File: config.mk
export PLATFORM = sky130hd
export DESIGN_NAME = frame_bank_rotator_flat
export DESIGN_NICKNAME = d
export VERILOG_FILES = /design/src/rtl/frame_bank_rotator_if.sv /design/src/rtl/frame_bank_rotator.sv /design/src/flat_wrapper.sv
export SDC_FILE = /design/constraint.sdc
export NUM_CORES = 1
export LEC_CHECK = 0
export ABC_AREA = 1
export CAP_MARGIN = 40
export CORE_AREA = 2 2 50 52
export DETAILED_ROUTE_END_ITERATION = 8
export DIE_AREA = 0 0 52 54
export GPL_TIMING_DRIVEN = 0
export PLACE_DENSITY = 0.86
export SETUP_SLACK_MARGIN = 0.4
export SYNTH_ARGS = -nofsm -noshare
export SYNTH_HDL_FRONTEND = slang
export SYNTH_SLANG_ARGS = --single-unit
File: constraint.sdc
create_clock -name clk -period 3.6 [get_ports clk]
set_clock_uncertainty 0.15 [all_clocks]
set_input_delay 1.08 -clock clk [delete_from_list [all_inputs] [get_ports clk]]
set_output_delay 1.08 -clock clk [all_outputs]
set_load 0.02 [all_outputs]
File: src/rtl/frame_bank_rotator_if.sv
// Frame-sync inputs and bank/pulse outputs of frame_bank_rotator; FRAME_STATS_EN adds the statistics counters.
// Latency: none, wiring only. Backpressure: none, every output is a level or a one-cycle pulse.
interface frame_bank_rotator_if #(
    parameter int BANK_W = 3
);
    logic              ddr_init_done;
    logic              vin_vs;
    logic              vout_vs;
    logic              rd_freeze;
    logic [BANK_W-1:0] wr_bank;
    logic [BANK_W-1:0] rd_bank;
    logic              wr_load;
    logic              rd_load;
    logic              wr_drop;
    logic              rd_repeat;
    logic              frame_avail;
`ifdef FRAME_STATS_EN
    logic [15:0]       wr_frames;
    logic [15:0]       drop_cnt;
    logic [15:0]       repeat_cnt;

    modport master (
        output ddr_init_done, vin_vs, vout_vs, rd_freeze,
        input  wr_bank, rd_bank, wr_load, rd_load, wr_drop, rd_repeat, frame_avail,
        input  wr_frames, drop_cnt, repeat_cnt
    );
    modport slave (
        input  ddr_init_done, vin_vs, vout_vs, rd_freeze,
        output wr_bank, rd_bank, wr_load, rd_load, wr_drop, rd_repeat, frame_avail,
        output wr_frames, drop_cnt, repeat_cnt
    );
`else
    modport master (
        output ddr_init_done, vin_vs, vout_vs, rd_freeze,
        input  wr_bank, rd_bank, wr_load, rd_load, wr_drop, rd_repeat, frame_avail
    );
    modport slave (
        input  ddr_init_done, vin_vs, vout_vs, rd_freeze,
        output wr_bank, rd_bank, wr_load, rd_load, wr_drop, rd_repeat, frame_avail
    );
`endif
endinterface

File: src/rtl/frame_bank_rotator.sv
// N-bank frame-buffer rotator: writer/reader each own a DDR bank, handover at frame sync; FRAME_STATS_EN adds counters.
// Latency: vs transition to registered outputs = SYNC_STAGES+2 clk edges.
// Backpressure: none; rd_freeze holds the reader, superseded frames are flagged with wr_drop.
module frame_bank_rotator #(
    parameter int NUM_BANKS   = 3,
    parameter int BANK_W      = 3,
    parameter int SYNC_STAGES = 2,
    parameter bit VS_POL      = 1'b1
) (
    input  logic           clk,
    input  logic           rst_n,
    frame_bank_rotator_if.slave bus
);

    if (NUM_BANKS < 3 || NUM_BANKS > 8) begin : g_bad_banks
        $error("frame_bank_rotator: NUM_BANKS must be 3..8");
    end
    if (BANK_W < $clog2(NUM_BANKS) || $bits(bus.wr_bank) != BANK_W) begin : g_bad_width
        $error("frame_bank_rotator: BANK_W too small or not matching the interface");
    end
    if (SYNC_STAGES < 2 || SYNC_STAGES > 4) begin : g_bad_sync
        $error("frame_bank_rotator: SYNC_STAGES must be 2..4");
    end

    logic [SYNC_STAGES-1:0] r_vin_sync, r_vout_sync;
    logic                   r_vin_hist, r_vout_hist;
    logic                   r_vin_edge, r_vout_edge;
    logic [BANK_W-1:0]      r_wr_bank, r_rd_bank, r_latest;
    logic                   r_frame_avail, r_armed;
    logic                   r_wr_load, r_rd_load, r_wr_drop, r_rd_repeat;

    logic                   w_vin_lvl, w_vout_lvl, w_vin_edge, w_vout_edge;
    logic                   w_ev, r_ev_q, w_done;
    logic [BANK_W-1:0]      w_latest_n, w_rd_next, w_wr_next, w_cand;
    logic                   w_avail_n, w_avail_next, w_repeat, w_found;

    assign w_vin_lvl   = r_vin_sync[SYNC_STAGES-1];
    assign w_vout_lvl  = r_vout_sync[SYNC_STAGES-1];
    assign w_vin_edge  = VS_POL ? (w_vin_lvl & ~r_vin_hist)   : (~w_vin_lvl & r_vin_hist);
    assign w_vout_edge = VS_POL ? (w_vout_lvl & ~r_vout_hist) : (~w_vout_lvl & r_vout_hist);

    always_ff @(posedge clk or negedge rst_n) begin
        if (!rst_n) begin
            r_vin_sync  <= '0;
            r_vout_sync <= '0;
            r_vin_hist  <= 1'b0;
            r_vout_hist <= 1'b0;
            r_vin_edge  <= 1'b0;
            r_vout_edge <= 1'b0;
        end else begin
            r_vin_sync  <= {r_vin_sync[SYNC_STAGES-2:0], bus.vin_vs};
            r_vout_sync <= {r_vout_sync[SYNC_STAGES-2:0], bus.vout_vs};
            r_vin_hist  <= w_vin_lvl;
            r_vout_hist <= w_vout_lvl;
            r_vin_edge  <= w_vin_edge;
            r_vout_edge <= w_vout_edge;
        end
    end

    assign w_ev   = r_vin_edge & bus.ddr_init_done;
    assign r_ev_q = r_vout_edge & bus.ddr_init_done;
    assign w_done = w_ev & r_armed;

    // Write completion is resolved first so a simultaneous read can take the just-finished bank.
    always_comb begin
        w_latest_n   = r_latest;
        w_avail_n    = r_frame_avail;
        if (w_done) begin
            w_latest_n = r_wr_bank;
            w_avail_n  = 1'b1;
        end
        w_rd_next    = r_rd_bank;
        w_avail_next = w_avail_n;
        w_repeat     = 1'b0;
        if (r_ev_q) begin
            if (w_avail_n && !bus.rd_freeze) begin
                w_rd_next    = w_latest_n;
                w_avail_next = 1'b0;
            end else begin
                w_repeat = 1'b1;
            end
        end
        w_wr_next = r_wr_bank;
        w_cand    = r_wr_bank;
        w_found   = 1'b0;
        for (int k = 1; k < NUM_BANKS; k++) begin
            w_cand = (w_cand == BANK_W'(NUM_BANKS - 1)) ? '0 : w_cand + BANK_W'(1);
            if (!w_found && w_cand != w_rd_next && w_cand != w_latest_n) begin
                w_wr_next = w_cand;
                w_found   = 1'b1;
            end
        end
    end

    always_ff @(posedge clk or negedge rst_n) begin
        if (!rst_n) begin
            r_wr_bank     <= '0;
            r_rd_bank     <= BANK_W'(1);
            r_latest      <= '0;
            r_frame_avail <= 1'b0;
            r_armed       <= 1'b0;
            r_wr_load     <= 1'b0;
            r_rd_load     <= 1'b0;
            r_wr_drop     <= 1'b0;
            r_rd_repeat   <= 1'b0;
        end else begin
            r_wr_load     <= 1'b0;
            r_rd_load     <= 1'b0;
            r_wr_drop     <= 1'b0;
            r_rd_repeat   <= 1'b0;
            r_rd_bank     <= w_rd_next;
            r_latest      <= w_latest_n;
            r_frame_avail <= w_avail_next;
            if (!bus.ddr_init_done) begin
                r_armed <= 1'b0;
            end else if (w_ev && !r_armed) begin
                r_armed   <= 1'b1;
                r_wr_load <= 1'b1;
            end
            if (w_done) begin
                r_wr_load <= 1'b1;
                r_wr_drop <= r_frame_avail;
                r_wr_bank <= w_wr_next;
            end
            if (r_ev_q) begin
                r_rd_load   <= 1'b1;
                r_rd_repeat <= w_repeat;
            end
        end
    end

`ifdef FRAME_STATS_EN
    logic [15:0] r_wr_frames, r_drop_cnt, r_repeat_cnt;

    always_ff @(posedge clk or negedge rst_n) begin
        if (!rst_n) begin
            r_wr_frames  <= '0;
            r_drop_cnt   <= '0;
            r_repeat_cnt <= '0;
        end else begin
            if (w_done && r_wr_frames != 16'hFFFF)
                r_wr_frames <= r_wr_frames + 16'd1;
            if (w_done && r_frame_avail && r_drop_cnt != 16'hFFFF)
                r_drop_cnt <= r_drop_cnt + 16'd1;
            if (r_ev_q && w_repeat && r_repeat_cnt != 16'hFFFF)
                r_repeat_cnt <= r_repeat_cnt + 16'd1;
        end
    end

    assign bus.wr_frames  = r_wr_frames;
    assign bus.drop_cnt   = r_drop_cnt;
    assign bus.repeat_cnt = r_repeat_cnt;
`endif

    assign bus.wr_bank     = r_wr_bank;
    assign bus.rd_bank     = r_rd_bank;
    assign bus.wr_load     = r_wr_load;
    assign bus.rd_load     = r_rd_load;
    assign bus.wr_drop     = r_wr_drop;
    assign bus.rd_repeat   = r_rd_repeat;
    assign bus.frame_avail = r_frame_avail;

    a_bank_exclusive : assert property (@(posedge clk) disable iff (!rst_n)
        r_armed |-> (r_wr_bank != r_rd_bank));

endmodule

File: src/flat_wrapper.sv
// flat-port wrapper written by rule: the top's interface ports become plain ports
module frame_bank_rotator_flat 
#(
    parameter int NUM_BANKS   = 3,
    parameter int BANK_W      = 3,
    parameter int SYNC_STAGES = 2,
    parameter bit VS_POL      = 1'b1
)
  (clk, rst_n, bus_ddr_init_done, bus_vin_vs, bus_vout_vs, bus_rd_freeze, bus_wr_bank, bus_rd_bank, bus_wr_load, bus_rd_load, bus_wr_drop, bus_rd_repeat, bus_frame_avail);
  frame_bank_rotator_if #(.BANK_W(BANK_W)) bus_i ();
  input  logic clk;
  input  logic rst_n;
  input wire logic [$bits(bus_i.ddr_init_done)-1:0] bus_ddr_init_done;
  input wire logic [$bits(bus_i.vin_vs)-1:0] bus_vin_vs;
  input wire logic [$bits(bus_i.vout_vs)-1:0] bus_vout_vs;
  input wire logic [$bits(bus_i.rd_freeze)-1:0] bus_rd_freeze;
  output wire logic [$bits(bus_i.wr_bank)-1:0] bus_wr_bank;
  output wire logic [$bits(bus_i.rd_bank)-1:0] bus_rd_bank;
  output wire logic [$bits(bus_i.wr_load)-1:0] bus_wr_load;
  output wire logic [$bits(bus_i.rd_load)-1:0] bus_rd_load;
  output wire logic [$bits(bus_i.wr_drop)-1:0] bus_wr_drop;
  output wire logic [$bits(bus_i.rd_repeat)-1:0] bus_rd_repeat;
  output wire logic [$bits(bus_i.frame_avail)-1:0] bus_frame_avail;
  assign bus_i.ddr_init_done = bus_ddr_init_done;
  assign bus_i.vin_vs = bus_vin_vs;
  assign bus_i.vout_vs = bus_vout_vs;
  assign bus_i.rd_freeze = bus_rd_freeze;
  assign bus_wr_bank = bus_i.wr_bank;
  assign bus_rd_bank = bus_i.rd_bank;
  assign bus_wr_load = bus_i.wr_load;
  assign bus_rd_load = bus_i.rd_load;
  assign bus_wr_drop = bus_i.wr_drop;
  assign bus_rd_repeat = bus_i.rd_repeat;
  assign bus_frame_avail = bus_i.frame_avail;
  frame_bank_rotator #(.NUM_BANKS(NUM_BANKS), .BANK_W(BANK_W), .SYNC_STAGES(SYNC_STAGES), .VS_POL(VS_POL)) u_core (.clk(clk), .rst_n(rst_n), .bus(bus_i));
endmodule
==> results of run 1 <==
[synthesized netlist by cell type]
library cell	n	area (sq um)
nand3_4	1	17.5
o21ai_0	1	5.00
buf_6	1	11.3
nor2_4	1	11.3
dfrtp_1	22	551
nand2_1	58	218
nand2_4	1	11.3
o21ai_4	1	16.3
o21ai_1	2	10.0
nand2_2	8	50.1
xor2_1	2	17.5
clkbuf_2	1	5.00
o21ai_2	3	26.3
a21oi_4	1	16.3
nand3_2	1	10.0
inv_2	2	7.51
nor2_1	5	18.8
dfstp_2	1	26.3
a21oi_2	1	8.76
nand3_1	15	75.1
inv_1	24	90.1
nand4_1	1	6.26
a21oi_1	6	30.0
nand3b_1	1	7.51
[stage by stage]
stage	utilization	total power [mW]	hold WS, ns
final	0.642	0.946	0.214
after global routing	0.642	1.02	0.231
after global placement	0.622	0.798	0.184
after CTS	0.642	0.944	0.217
after detailed placement	0.629	0.812	0.186
after floorplan	-	0.690	0.181
[worst paths after layout]
path,end,slack (ns)
hold / removal,u_core.r_vout_sync[1],0.21
hold reg to reg,u_core.r_vout_sync[1],0.21
setup reg to reg,u_core.bus.wr_bank[2],1.57
min in group asynchronous,u_core.bus.wr_bank[2],0.88
max in group asynchronous,u_core.bus.rd_bank[0],1.91
setup / recovery,u_core.bus.wr_bank[2],0.62
[cells by family after synthesis]
| group | after synthesis | synth area share |
|---|---|---|
| XOR/XNOR | 2 | 0.0141 |
| AND/OR/NAND/NOR | 92 | 0.341 |
| buffers and inverters | 28 | 0.0914 |
| AO/OA/AOI/OAI | 15 | 0.0904 |
| flip-flops | 23 | 0.463 |
[worst max-delay path, stage by stage]
cell and delay (ns):
clkdlybuf4s50_1 0.62, nand3_4 0.19, buf_6 0.20, nand2_1 0.06, nand2_1 0.10, nand2_1 0.10
nand3_1 0.09, nand2_1 0.08, inv_1 0.05, nand3_1 0.05, nand2_1 0.06, inv_2 0.08
nand2_2 0.07, nand2_1 0.07, nand2_1 0.06, nand2_1 0.06, nand2_1 0.05
[where the power goes]
group	leakage (nW)	internal [mW]	switching (mW)
sequential	0.294	0.291	0.0328
clock	0.0139	0.0426	0.0868
combinational	0.474	0.181	0.311
[state kept, by name (all words and copies together) (netlist names)]
| name | count |
|---|---|
| u_core.bus.rd_repeat | 1 |
| u_core.r_vout_edge | 1 |
| u_core.r_vout_sync | 2 |
| u_core.bus.wr_drop | 1 |
| u_core.bus.wr_bank | 3 |
| u_core.r_latest | 3 |
| u_core.r_vin_sync | 2 |
| u_core.bus.rd_bank | 3 |
| u_core.bus.frame_avail | 1 |
| u_core.bus.rd_load | 1 |
| u_core.r_vin_edge | 1 |
| u_core.r_vout_hist | 1 |
| u_core.r_armed | 1 |
| u_core.bus.wr_load | 1 |
| u_core.r_vin_hist | 1 |
[metal layers]
| metal | track usage | routed length [um] | vias to the layer above |
|---|---|---|---|
| met1 | 0.241 | 1060 | 491 |
| met4 | 0.118 | 51 | 0 |
| met3 | 0.0417 | 93 | 6 |
| li1 | - | - | 538 |
| met5 | 0 | 0 | - |
| met2 | 0.331 | 1240 | 29 |
[area by class of cell]
class                           count  area, sq um  area share
Clock buffer                        3         22.5      0.0151
Clock inverter                      1         7.51     0.00504
Inverter                           26         97.6      0.0655
Sequential cell                    23          577       0.387
Multi-Input combinational cell    109          556       0.373
Buffer                              2         16.3      0.0109
Timing Repair Buffer               17          175       0.118
Tap cell                           30         37.5      0.0252
==> run metrics, run 1 <==
worst-margin pin slew 0.411 ns; placed cell count 207; Clk pin slew, worst setup/hold paths 0.14 ns; Die W 52 um; pwr dens 635 nW/um^2; crit start category input pin; final WL 2450 um; boundary pin count 17; Bufs on Longest Clock Path 2; Core ar. 2320 sq um; RSZ-0062 raised after global routing no; design area 1490 sq um; DIE AREA 2810 sq um; Post-Syn Area 1250 sq um; worst r2r src u_core.r_armed; leading cell type in the layout, fill and taps excluded nand2_1; Synth-to-Final Area Change 19.5%; # rows 18; cells after synthesis 160; Post CTS Setup Buffer Count 0; flops & latches, synth 23; crit path from bus_ddr_init_done; GRT Total Usage 0.200; CTS root buf clkbuf_4; first-pass GRT wire length 4080 um; worst hold path class flop to flop; clk_lat worst skew 0.33 ns; GPL Wtd Cong 0.932; Hold Path Depth 0; VDD IR max 0.429 mV; maxcap violations 0; cts repair resizes 0; initial antenna violation count 0; Worst Setup Slack, final 0.622 ns; Filler Cell Count 194; total global routing overflow 0; Clock Sinks 23; TNS Setup 0 ns; r2r worst-path depth 16; # diodes 0; largest net degree at the start of global routing 16; Port-buffer cells 16; die height 54 um; share of layout cells above drive strength 1 0.155; initial core utilization 0.537; vias in the first global route 975; Max FO, Critical Path 10; DP Area 1460 sq um; non-filler instance count after layout 211; CP Class input pin to flop; commonest cells after routing, fill and taps aside nand2_1 (58), inv_1 (24), dfrtp_1 (22), clkdlybuf4s50_1 (16), nand3_1 (15); LEAKAGE 0.782 nW; Data required, critical path 3.69 ns; yosys warns 0; Seq/Total Area, Yosys 0.463; DR vias 1,064; HP Start u_core.r_vout_sync[0]; element type at the critical path end flop; HPWL after DPL 1870 um; final setup fails 0; Worst slew margin 0.725; clock period minus worst slack 2.98 ns; DRC 0; crit path DAT 3.07 ns; Tcrit/Tclk final 0.827; WL/cell 11.6 um; CTS tree yes; Setup WS pre-CTS 0.315 ns; Mean Syn Cell Area 7.79 sq um; DRT iter0 DRCs 44; Syn Nets 166; Netlist cell types 24; Nets 188; via/cell ratio 5.04; TritonRoute pass-1 iters 4; post-route ant nets 0; status completed; fin. max-slew vios 0; Peak Freq 0.336 GHz; H-tree Lvls 1; Num CTS Buffers 3; CTS Hold Bufs 0; endpoints failing hold 0
Note: power is estimated with default switching activity, not from simulation.
==> run 2, diff against run 1 <==
CORE_AREA = 2 2 52 54   (was 2 2 50 52)
DIE_AREA = 0 0 54 56   (was 0 0 52 54)
PLACE_DENSITY = 0.81   (was 0.86)
clock period = 2.8 ns   (was 3.6 ns; I/O delays follow)
==> run metrics, run 2 (same netlist as run 1, synthesis figures left out) <==
status completed; non-filler instance count after layout 215; Die W 54 um; maxcap violations 0; CTS tree yes; final WL 2720 um; Clock Sinks 23; crit path DAT 1.34 ns; # diodes 0; LEAKAGE 0.821 nW; clock period minus worst slack 2.33 ns; vias in the first global route 1,013; total global routing overflow 0; Bufs on Longest Clock Path 2; DP Area 1460 sq um; Worst slew margin 0.680; Tot Pwr 1.23 mW; CTS Hold Bufs 0; Tcrit/Tclk final 0.832; H-tree Lvls 1; element type at the critical path end primary output; commonest cells after routing, fill and taps aside nand2_1 (56), inv_1 (23), dfrtp_1 (20), nand3_1 (14), clkdlybuf4s50_1 (11); DRT iter0 DRCs 28; HPWL after DPL 1950 um; Setup WS pre-CTS -0.233 ns; first-pass GRT wire length 4320 um; fin. max-slew vios 0; WL/cell 12.7 um; VDD IR max 0.605 mV; Core ar. 2430 sq um; GPL Wtd Cong 0.981; crit start category flop; Crit path max-delay family buffers and inverters; DRC 0; via/cell ratio 5.15; crit path cell chain clkdlybuf4s50_1; post-route ant nets 0; RSZ-0062 raised after global routing no; boundary pin count 17; CTS root buf clkbuf_4; Clk pin slew, worst setup/hold paths 0.14 ns; Data required, critical path 1.81 ns; initial antenna violation count 0; GRT Total Usage 0.199; design area 1540 sq um; Worst Setup Slack, final 0.471 ns; Crit path buffers/inverters 1; Port-buffer cells 16; largest net degree at the start of global routing 16; Max FO, Critical Path 3; DR vias 1,107; TritonRoute pass-1 iters 4; placed cell count 207; die height 56 um; CP Class flop to primary output; # rows 18; clk_lat worst skew 0.33 ns; final setup fails 0; endpoints failing hold 0; leading cell type in the layout, fill and taps excluded nand2_1; CP max-delay cell clkdlybuf4s50_1; pwr dens 799 nW/um^2; Peak Freq 0.429 GHz; worst hold path class flop to flop; Synth-to-Final Area Change 23.3%; worst-margin pin slew 0.478 ns; Nets 192; Num CTS Buffers 3; share of layout cells above drive strength 1 0.211; initial core utilization 0.512; DIE AREA 3020 sq um; CP max stage delay 0.61 ns
-- run 2: changes by cell type in the layout (fill, tap and decap cells not counted), sizes merged --
cell | previous run | this run
clkdlybuf4s50 | 16 | 11
dlymetal6s2s | 0 | 1
buf | 2 | 7
dlygate4sd2 | 0 | 3
-- run 2: through the flow --
stage,hold WS (ns),utilization,setup TNS (ns)
finish,0.227,0.632,0
global placement,0.182,0.594,-0.506
global route,0.233,0.632,0
detailed placement,0.186,0.600,-0.676
CTS,0.227,0.614,0
floorplan,0.181,-,0
-- run 2: repair_timing --
action	4_1_cts	5_1_grt
pin swaps	1	7
buffers inserted	0	4
resized for setup	9	8
endpoints found under the setup margin	6	3
gates cloned	0	0
-- run 2: final timing paths --
| path | from | to | slack [ns] | cells after the start |
|---|---|---|---|---|
| worst max-delay path | u_core.bus.rd_bank[1] | bus_rd_bank[1] | 0.47 | 1 |
| worst max register to register | u_core.r_armed | u_core.bus.wr_bank[0] | 0.76 | 14 |
| worst min register to register | u_core.r_vin_sync[0] | u_core.r_vin_sync[1] | 0.23 | 0 |
| min in group asynchronous | rst_n | u_core.bus.frame_avail | 0.66 | 1 |
| worst min-delay path | u_core.r_vin_sync[0] | u_core.r_vin_sync[1] | 0.23 | 0 |
| max in group asynchronous | rst_n | u_core.bus.wr_bank[0] | 1.35 | 2 |
-- run 2: cell type report --
class / count / area (sq um)
plain buffers: 2 / 16.3
clock buffers: 3 / 22.5
clock inverters: 1 / 7.51
fillers: 196 / 896
inverters: 26 / 97.6
multi-input cells: 109 / 573
flip-flops and latches: 23 / 579
well taps: 30 / 37.5
repair buffers: 21 / 203
-- run 2: layer usage --
metal  track usage  routed length (um)  vias to the layer above
met5             0                   0                        -
met4         0.154                 116                        0
met3        0.0376                 147                       13
met2         0.307                1310                       38
met1         0.236                1150                      512
li1              -                   -                      544
-- run 2: report_power, final --
group / total (mW) / switching [mW] / internal, mW
clock: 0.166 / 0.111 / 0.0549
sequential: 0.421 / 0.0439 / 0.377
combinational: 0.642 / 0.414 / 0.228
